<file path="config.mk">
export PLATFORM = sky130hd
export DESIGN_NAME = controlador_memoria_4x8
export DESIGN_NICKNAME = d
export VERILOG_FILES = /design/src/rtl/controlador_memoria_4x8_pkg.sv /design/src/rtl/controlador_memoria_4x8_decodificador_onehot.sv /design/src/rtl/controlador_memoria_4x8.sv
export SDC_FILE = /design/constraint.sdc
export NUM_CORES = 1
export LEC_CHECK = 0
export ABC_AREA = 1
export CAP_MARGIN = 5
export CORE_MARGIN = 5
export CORE_UTILIZATION = 25
export CTS_CLUSTER_SIZE = 8
export DETAILED_ROUTE_END_ITERATION = 12
export GPL_TIMING_DRIVEN = 1
export PLACE_DENSITY = 0.57
export SLEW_MARGIN = 20
export SYNTH_ARGS = -nofsm -noshare
export SYNTH_HDL_FRONTEND = slang
export SYNTH_SLANG_ARGS = --single-unit
</file>
<file path="constraint.sdc">
create_clock -name clk -period 1.3 [get_ports clk]
set_input_delay 0.26 -clock clk [delete_from_list [all_inputs] [get_ports clk]]
set_output_delay 0.26 -clock clk [all_outputs]
set_load 0.02 [all_outputs]
</file>
<file path="src/rtl/controlador_memoria_4x8_pkg.sv">
// Shared types and sizing for the 4x8 word memory controller.
// Holds the FSM state enumeration and the default geometry.
package controlador_memoria_4x8_pkg;

    localparam int ADDR_W_DEF  = 2;
    localparam int N_WORDS_DEF = 4;
    localparam int WORD_W      = 8;

    typedef enum logic [2:0] {
        ST_IDLE   = 3'd0,
        ST_WRITE  = 3'd1,
        ST_SETTLE = 3'd2,
        ST_READ   = 3'd3,
        ST_RESP   = 3'd4
    } estado_t;

endpackage

</file>
<file path="src/rtl/controlador_memoria_4x8_decodificador_onehot.sv">
// One-hot word-select decoder: bit i set when en=1 and addr=i.
// All bits are zero when en=0.
module decodificador_onehot #(
    parameter int ADDR_W  = 2,
    parameter int N_WORDS = 4
) (
    input  logic [ADDR_W-1:0]  addr,
    input  logic               en,
    output logic [N_WORDS-1:0] onehot
);

    always_comb begin
        onehot = '0;
        for (int i = 0; i < N_WORDS; i++) begin
            if (en && (addr == i[ADDR_W-1:0])) begin
                onehot[i] = 1'b1;
            end
        end
    end

endmodule

</file>
<file path="src/rtl/controlador_memoria_4x8.sv">
// Single-request controller for N_WORDS parallel 8-bit words: one-hot write
// strobe with settle cycle, registered read with valid/ready response.
//
// state  | meaning
// IDLE   | waiting for a request, req_ready=1
// WRITE  | one-cycle ram_we pulse for the captured address
// SETTLE | ram_we released, ram_wdata held
// READ   | two cycles; selected word registered on the second
// RESP   | rsp_valid=1 until rsp_ready
module controlador_memoria_4x8
    import controlador_memoria_4x8_pkg::*;
#(
    parameter int ADDR_W  = ADDR_W_DEF,
    parameter int N_WORDS = N_WORDS_DEF
) (
    input  logic                        clk,
    input  logic                        preset,
    input  logic                        req_valid,
    output logic                        req_ready,
    input  logic                        req_write,
    input  logic [ADDR_W-1:0]           req_addr,
    input  logic [WORD_W-1:0]           req_data,
    output logic                        rsp_valid,
    input  logic                        rsp_ready,
    output logic [WORD_W-1:0]           rsp_data,
    output logic [N_WORDS-1:0]          ram_we,
    output logic [WORD_W-1:0]           ram_wdata,
    input  logic [WORD_W*N_WORDS-1:0]   ram_rdata,
    output logic                        busy
);

    estado_t             estado, estado_sig;
    logic [ADDR_W-1:0]   addr_q;
    logic [WORD_W-1:0]   wdata_q;
    logic                fase_lectura;
    logic                aceptar;
    logic                we_en;
    logic [WORD_W-1:0]   palabra_sel;

    assign aceptar = req_valid && (estado == ST_IDLE);

    always_ff @(posedge clk or posedge preset) begin
        if (preset) begin
            estado <= ST_IDLE;
        end else begin
            estado <= estado_sig;
        end
    end

    always_comb begin
        estado_sig = estado;
        case (estado)
            ST_IDLE:   if (req_valid) estado_sig = req_write ? ST_WRITE : ST_READ;
            ST_WRITE:  estado_sig = ST_SETTLE;
            ST_SETTLE: estado_sig = ST_IDLE;
            ST_READ:   if (fase_lectura) estado_sig = ST_RESP;
            ST_RESP:   if (rsp_ready) estado_sig = ST_IDLE;
            default:   estado_sig = ST_IDLE;
        endcase
    end

    always_comb begin
        req_ready = (estado == ST_IDLE);
        busy      = (estado != ST_IDLE);
        rsp_valid = (estado == ST_RESP);
        we_en     = (estado == ST_WRITE);
    end

    always_comb begin
        palabra_sel = '0;
        for (int i = 0; i < N_WORDS; i++) begin
            if (addr_q == i[ADDR_W-1:0]) begin
                palabra_sel = ram_rdata[i*WORD_W +: WORD_W];
            end
        end
    end

    // READ spans two cycles so a read response lands at the same
    // turnaround after accept as a write's return to IDLE.
    always_ff @(posedge clk or posedge preset) begin
        if (preset) begin
            addr_q       <= '0;
            wdata_q      <= '0;
            rsp_data     <= '0;
            fase_lectura <= 1'b0;
        end else begin
            if (aceptar) begin
                addr_q  <= req_addr;
                wdata_q <= req_data;
            end
            fase_lectura <= (estado == ST_READ) && !fase_lectura;
            if ((estado == ST_READ) && fase_lectura) begin
                rsp_data <= palabra_sel;
            end
        end
    end

    assign ram_wdata = wdata_q;

    decodificador_onehot #(
        .ADDR_W  (ADDR_W),
        .N_WORDS (N_WORDS)
    ) u_decodificador (
        .addr   (addr_q),
        .en     (we_en),
        .onehot (ram_we)
    );

endmodule

</file>
==> results.sh, run 1 <==
export IMPL_cts_tree="yes"
export IMPL_arrival_ns=1.23
export IMPL_synth_area_um2=1160
export IMPL_tightest_slew_ns=0.291
export IMPL_synth_cells=165
export IMPL_drive_gt1_frac=0.302
export IMPL_die_w_um=78.0
export IMPL_clk_transition_reported_paths_ns=0.09
export IMPL_final_core_util=0.530
export IMPL_overflow=0
export IMPL_synth_avg_cell_area_um2=7.01
export IMPL_dr_total_vias=1352
export IMPL_clock_sinks=22
export IMPL_die_area_um2=6090
export IMPL_antenna_cells=0
export IMPL_slew_headroom=0.806
export IMPL_place_gp_congestion=0.712
export IMPL_seq_area_frac_synth=0.476
export IMPL_synth_most_common_cell="nand2_1"
export IMPL_num_rows=24
export IMPL_antenna_found_initial=0
export IMPL_synth_top_family_by_area="simple AND/OR/NAND/NOR gates"
export IMPL_cts_buffer_depth=2
export IMPL_clk_latency_ns=0.27
export IMPL_ys_warn_count=0
export IMPL_synth_xor_area_frac=0
export IMPL_finalPower_mw=4.84
export IMPL_critPathLaunchType="flip-flop"
export IMPL_final_setup_tns_ns=-1.74
export IMPL_hold_slack_ns=0.322
export IMPL_cp_end_kind="output pin"
export IMPL_synth_area_top_cells="dfrtp_1 48%, nand2_1 21%, nand3_1 9.1%, nor2_1 6.8%, inv_1 3.6%"
export IMPL_synth_cell_types=15
export IMPL_synth_simple_gate_area_frac=0.415
export IMPL_synth_edf_count=0
export IMPL_reg2reg_depth=7
export IMPL_port_buffers=69
export IMPL_gr_max_usage_layer="met2"
export IMPL_rsz0062_at_grt="true"
export IMPL_antenna_left=0
export IMPL_post_route_period_util=1.14
export IMPL_synth_adder_area_share=0
export IMPL_grt_usage=0.126
export IMPL_numCtsBuffers=3
export IMPL_detail_route_wl_per_cell_um=13.3
export IMPL_routed_via_density=4.36
export IMPL_met2_usage=0.205
export IMPL_power_density_nw_per_um2=2070
export IMPL_synth_top_area_share=0.476
export IMPL_finalHoldViolCount=0
export IMPL_grt_max_degree=23
export IMPL_violations="setup timing"
export IMPL_ys_async_sr_fraction=1.00
export IMPL_yosys_area_top_type="dfrtp_1"
export IMPL_holdCritPathClass="in -> async"
export IMPL_synth_common_cells="66 x nand2_1, 22 x dfrtp_1, 21 x nand3_1, 21 x nor2_1, 11 x inv_1"
export IMPL_ctsRootBufferMaster="clkbuf_8"
export IMPL_synth_nets=212
export IMPL_r2r_start="estado[2]"
export IMPL_ys_flop_type="dfrtp_1"
export IMPL_period_minus_slack_ns=1.49
export IMPL_use_met3=0.0549
export IMPL_fmax_ghz=0.672
export IMPL_grt_util_met1=0.154
export IMPL_setup_viol_count_final=17
export IMPL_die_y_um=78.0
export IMPL_maxCapViolCount=0
export IMPL_initial_core_util=0.262
export IMPL_final_cell_area_um2=2340
export IMPL_report_final_slew_viol_count=0
export IMPL_finalClockSkew_ns=0.00783
export IMPL_boundaryPins=70
export IMPL_setup_worst_path_class="reg -> out"
export IMPL_synth_seq_cells=22
export IMPL_place_area_um2=2030
export IMPL_required_ns=1.04
export IMPL_grt_pass1_wl_um=6310
export IMPL_drc=0
export IMPL_leakage_nw=1.13
export IMPL_vdd_ir_drop_worst_v=0.00168
export IMPL_nNetsFinal=306
export IMPL_synth_compound_area_frac=0.0454
export IMPL_fillers=444
export IMPL_drtIter0Drc=43
export IMPL_fin_ws_ns=-0.188
export IMPL_h_tree_depth=1
export IMPL_first_pass_iters=4
export IMPL_core_area_um2=4410
export IMPL_synth_mux_area_frac=0
export IMPL_hpwl_um=2950
export IMPL_cp_max_fo=4
export IMPL_cp_startpoint="estado[1]"
export IMPL_status="finished with violations"
export IMPL_area_growth_pct=102
export IMPL_drt_total_wl_um=4120
export IMPL_grt_pass1_vias=1403
==> state kept, by name, summed over array words and instances, names as in the netlist <==
signal,flops
ram_wdata,8
rsp_data,8
estado,3
addr_q,2
fase_lectura,1
==> repair_timing <==
item / CTS / global route
buffers inserted: 4 / 4
endpoints found under the setup margin: 34 / 27
gates resized for setup: 80 / 36
hold buffers: 0 / 0
pin swaps: 1 / 5
gates cloned: 0 / 0
==> critical path, cell delays in order, from the launching register on <==
cell and delay [ns]:
dfrtp_2 0.45, inv_2 0.10, nand3_4 0.12, nor3_2 0.14, buf_4 0.16
==> path summary, 6_finish.rpt <==
kind | endpoint | slack [ns]
max in group asynchronous | addr_q[0] | 0.72
min | ram_wdata[4] | 0.32
min in group clk | fase_lectura | 0.46
min reg2reg | fase_lectura | 0.46
max | ram_we[0] | -0.19
max reg2reg | ram_wdata[0] | -0.08
==> layer usage <==
metal,share of wire,wire (um)
met3,0.10,426
met5,0,0
met4,0.0051,21
met2,0.47,1920
met1,0.43,1760
==> area by class of cell <==
type,instances,area (um2),share of cell area
tap,52,65.1,0.0278
timing repair buffer,95,927,0.396
sequential,22,557,0.238
inverter,11,41.3,0.0176
clock buffer,3,41.3,0.0176
clock inverter,1,30.0,0.0128
multi-input combinational,126,679,0.290
==> stage by stage <==
stage / cells / setup slack, ns
final: 310 / -0.188
after CTS: 306 / -0.196
after global placement: 298 / -0.405
after global routing: 310 / -0.252
after floorplan: 165 / -0.0592
after detailed placement: 298 / -0.432
==> power breakdown <==
group | switching (mW) | internal, mW
sequential | 0.261 | 1.00
clock | 0.229 | 0.411
combinational | 1.53 | 1.40
total | 2.02 | 2.82
==> kinds of logic (layout without fill, tap and decap cells) <==
kind of cell	count (synthesis)	in the layout
buffers and inverters	17	110
DFF	22	22
and+or+nand+nor	116	116
AOI/OAI and AO/OA	10	10
==> cells in the final DEF, fill, tap and decap left out <==
cell type	netlist	routed
nand2_4	0	2
buf_4	0	18
clkdlybuf4s50_1	0	46
dlygate4sd2_1	0	15
nand2_1	66	53
o211ai_1	1	1
nand3_4	0	1
clkbuf_8	0	3
o21ai_1	1	1
clkdlybuf4s15_1	0	1
buf_6	1	12
nand3_1	21	17
o21ai_0	8	8
buf_12	0	2
inv_2	0	2
dfrtp_2	0	5
nor3_2	1	2
nor3_4	0	3
nand2_2	1	12
nor2_4	0	3
nor2_1	21	12
bufinv_16	0	1
inv_1	11	9
buf_8	0	1
nor2_2	2	8
dfrtp_1	22	17
nand3_2	0	3
Note: power is estimated with default switching activity, not from simulation.
==> run 2, diff against run 1 <==
Settings changed: SKIP_LAST_GASP from default to 1.
==> run 2 against run 1 <==
Compared with the run above: the run still ends with setup timing left; clock skew fell by 0.0010 ns; wire length increased by 3.2%; worst hold slack better by 0.00098 ns; fmax up 0.44%; sequential share of layout area shrank 0.85 points; sequential power barely moved; global-route usage is 0.26 points lower; first-iteration DRC count is 14% lower; critical path type unchanged; largest power group unchanged; highest routed layer unchanged.
==> results.sh, run 2 (synthesis results as in run 1) <==
export IMPL_power_density_nw_per_um2=2010
export IMPL_rsz0062_at_grt="true"
export IMPL_area_growth_pct=109
export IMPL_setup_viol_count_final=25
export IMPL_final_common_cell="nand2_1"
export IMPL_arrival_ns=1.22
export IMPL_drive_gt1_frac=0.308
export IMPL_clk_latency_ns=0.26
export IMPL_violations="setup timing"
export IMPL_routed_via_density=4.38
export IMPL_grt_pass1_wl_um=6190
export IMPL_fmax_ghz=0.675
export IMPL_clk_transition_reported_paths_ns=0.08
export IMPL_fin_cells=312
export IMPL_cp_end_kind="output pin"
export IMPL_numCtsBuffers=3
export IMPL_grt_max_degree=23
export IMPL_antenna_found_initial=0
export IMPL_leakage_nw=1.17
export IMPL_tightest_slew_ns=0.302
export IMPL_report_final_slew_viol_count=0
export IMPL_clock_sinks=22
export IMPL_cts_tree="yes"
export IMPL_detail_route_wl_per_cell_um=13.6
export IMPL_required_ns=1.04
export IMPL_boundaryPins=70
export IMPL_hpwl_um=2950
export IMPL_die_area_um2=6090
export IMPL_initial_core_util=0.262
export IMPL_placedCellCount=298
export IMPL_cts_buffer_depth=2
export IMPL_period_minus_slack_ns=1.48
export IMPL_status="finished with violations"
export IMPL_ctsRootBufferMaster="clkbuf_8"
export IMPL_drc=0
export IMPL_fin_ws_ns=-0.181
export IMPL_vdd_ir_drop_worst_v=0.00168
export IMPL_postCtsHoldBufs=0
export IMPL_antenna_left=0
export IMPL_core_area_um2=4410
export IMPL_dr_total_vias=1368
export IMPL_holdCritPathClass="in -> async"
export IMPL_post_route_period_util=1.14
export IMPL_hold_slack_ns=0.323
export IMPL_cp_max_fo=4
export IMPL_maxCapViolCount=0
export IMPL_grt_pass1_vias=1372
export IMPL_place_gp_congestion=0.712
export IMPL_critical_path_top_delay_family="flip-flops"
export IMPL_antenna_cells=0
export IMPL_max_stage_delay_ns=0.44
export IMPL_drt_total_wl_um=4250
export IMPL_num_rows=24
export IMPL_die_y_um=78.0
export IMPL_finalClockSkew_ns=0.00683
export IMPL_overflow=0
export IMPL_die_w_um=78.0
export IMPL_critPathLaunchType="flip-flop"
export IMPL_worstPathCellList="inv_2 -> nand3_4 -> nor3_2 -> buf_4"
export IMPL_finalHoldViolCount=0
export IMPL_grt_usage=0.123
export IMPL_cp_slowest_cell="dfrtp_1"
export IMPL_port_buffers=69
export IMPL_setup_worst_path_class="reg -> out"
export IMPL_drtIter0Drc=37
export IMPL_nNetsFinal=308
export IMPL_critPathBufInv=2
export IMPL_slew_headroom=0.798
export IMPL_first_pass_iters=4
export IMPL_h_tree_depth=1
export IMPL_final_cell_mix="53 x nand2_1, 46 x clkdlybuf4s50_1, 19 x buf_4"
==> run 2: cell types whose count changed in the layout (fill, tap and decap cells not counted), sizes merged <==
cell           previous run  this run
clkbuf                    3         5
dlygate4sd2              15        16
clkdlybuf4s15             1         0
==> run 2: area by class of cell <==
type / count / area (um2)
Clock buffer: 3 / 41.3
Sequential cell: 22 / 556
Timing Repair Buffer: 97 / 972
Inverter: 11 / 41.3
Multi-Input combinational cell: 126 / 717
Fill cell: 429 / 1990
Clock inverter: 1 / 30.0
Tap cell: 52 / 65.1
==> run 2: metal layers <==
layer / share of wire / vias up / global-route usage
met5: 0 / - / 0
met4: 0.0049 / 0 / 0.0253
met3: 0.096 / 4 / 0.0549
met2: 0.47 / 53 / 0.196
met1: 0.42 / 603 / 0.154
li1: - / 708 / -
==> run 2: per-stage QoR <==
stage	cell area, um2	setup TNS, ns	power (mW)	utilization	setup slack, ns
floorplan	1160	-0.175	2.43	-	-0.0592
global placement	2030	-3.48	3.69	0.459	-0.405
finish	2420	-2.10	4.87	0.549	-0.181
global route	2420	-3.80	5.22	0.549	-0.251
CTS	2150	-2.40	4.38	0.488	-0.196
detailed placement	2030	-3.94	3.73	0.459	-0.432
==> run 2: report_power, final <==
group          total, mW  leakage [nW]  switching (mW)  internal (mW)
registers           1.27         0.258           0.263           1.00
clock network      0.641        0.0357           0.230          0.411
logic               2.97         0.876            1.55           1.42
total               4.87          1.17            2.04           2.83
==> run 2: worst reg2reg max path, delay by kind of cell (launching register included) <==
kind	cells	cell delay (ns)
DFF	1	0.44
and+or+nand+nor	3	0.42
buffers and inverters	4	0.48
==> run 2: worst paths after layout <==
| check | startpoint | to | slack (ns) | cells past startpoint |
|---|---|---|---|---|
| min in group clk | rsp_data[0] | rsp_data[0] | 0.48 | 2 |
| hold / removal | preset | ram_wdata[4] | 0.32 | 3 |
| hold reg to reg | rsp_data[0] | rsp_data[0] | 0.48 | 2 |
| setup / recovery | estado[1] | ram_we[0] | -0.18 | 4 |
| max in group asynchronous | preset | addr_q[0] | 0.72 | 3 |
| setup reg to reg | estado[2] | ram_wdata[0] | -0.08 | 7 |
==> run 2: timing repair <==
item	CTS	global route
pin swaps	1	11
gates resized for setup	72	49
buffers inserted	4	4
setup endpoints to repair	34	27
cloned	0	2
==> run 3, diff against run 2 <==
Settings changed: HOLD_SLACK_MARGIN from default to 0.02.
==> results of run 3 <==
Same layout as run 2: the final DEF is identical, and so are final timing and power.
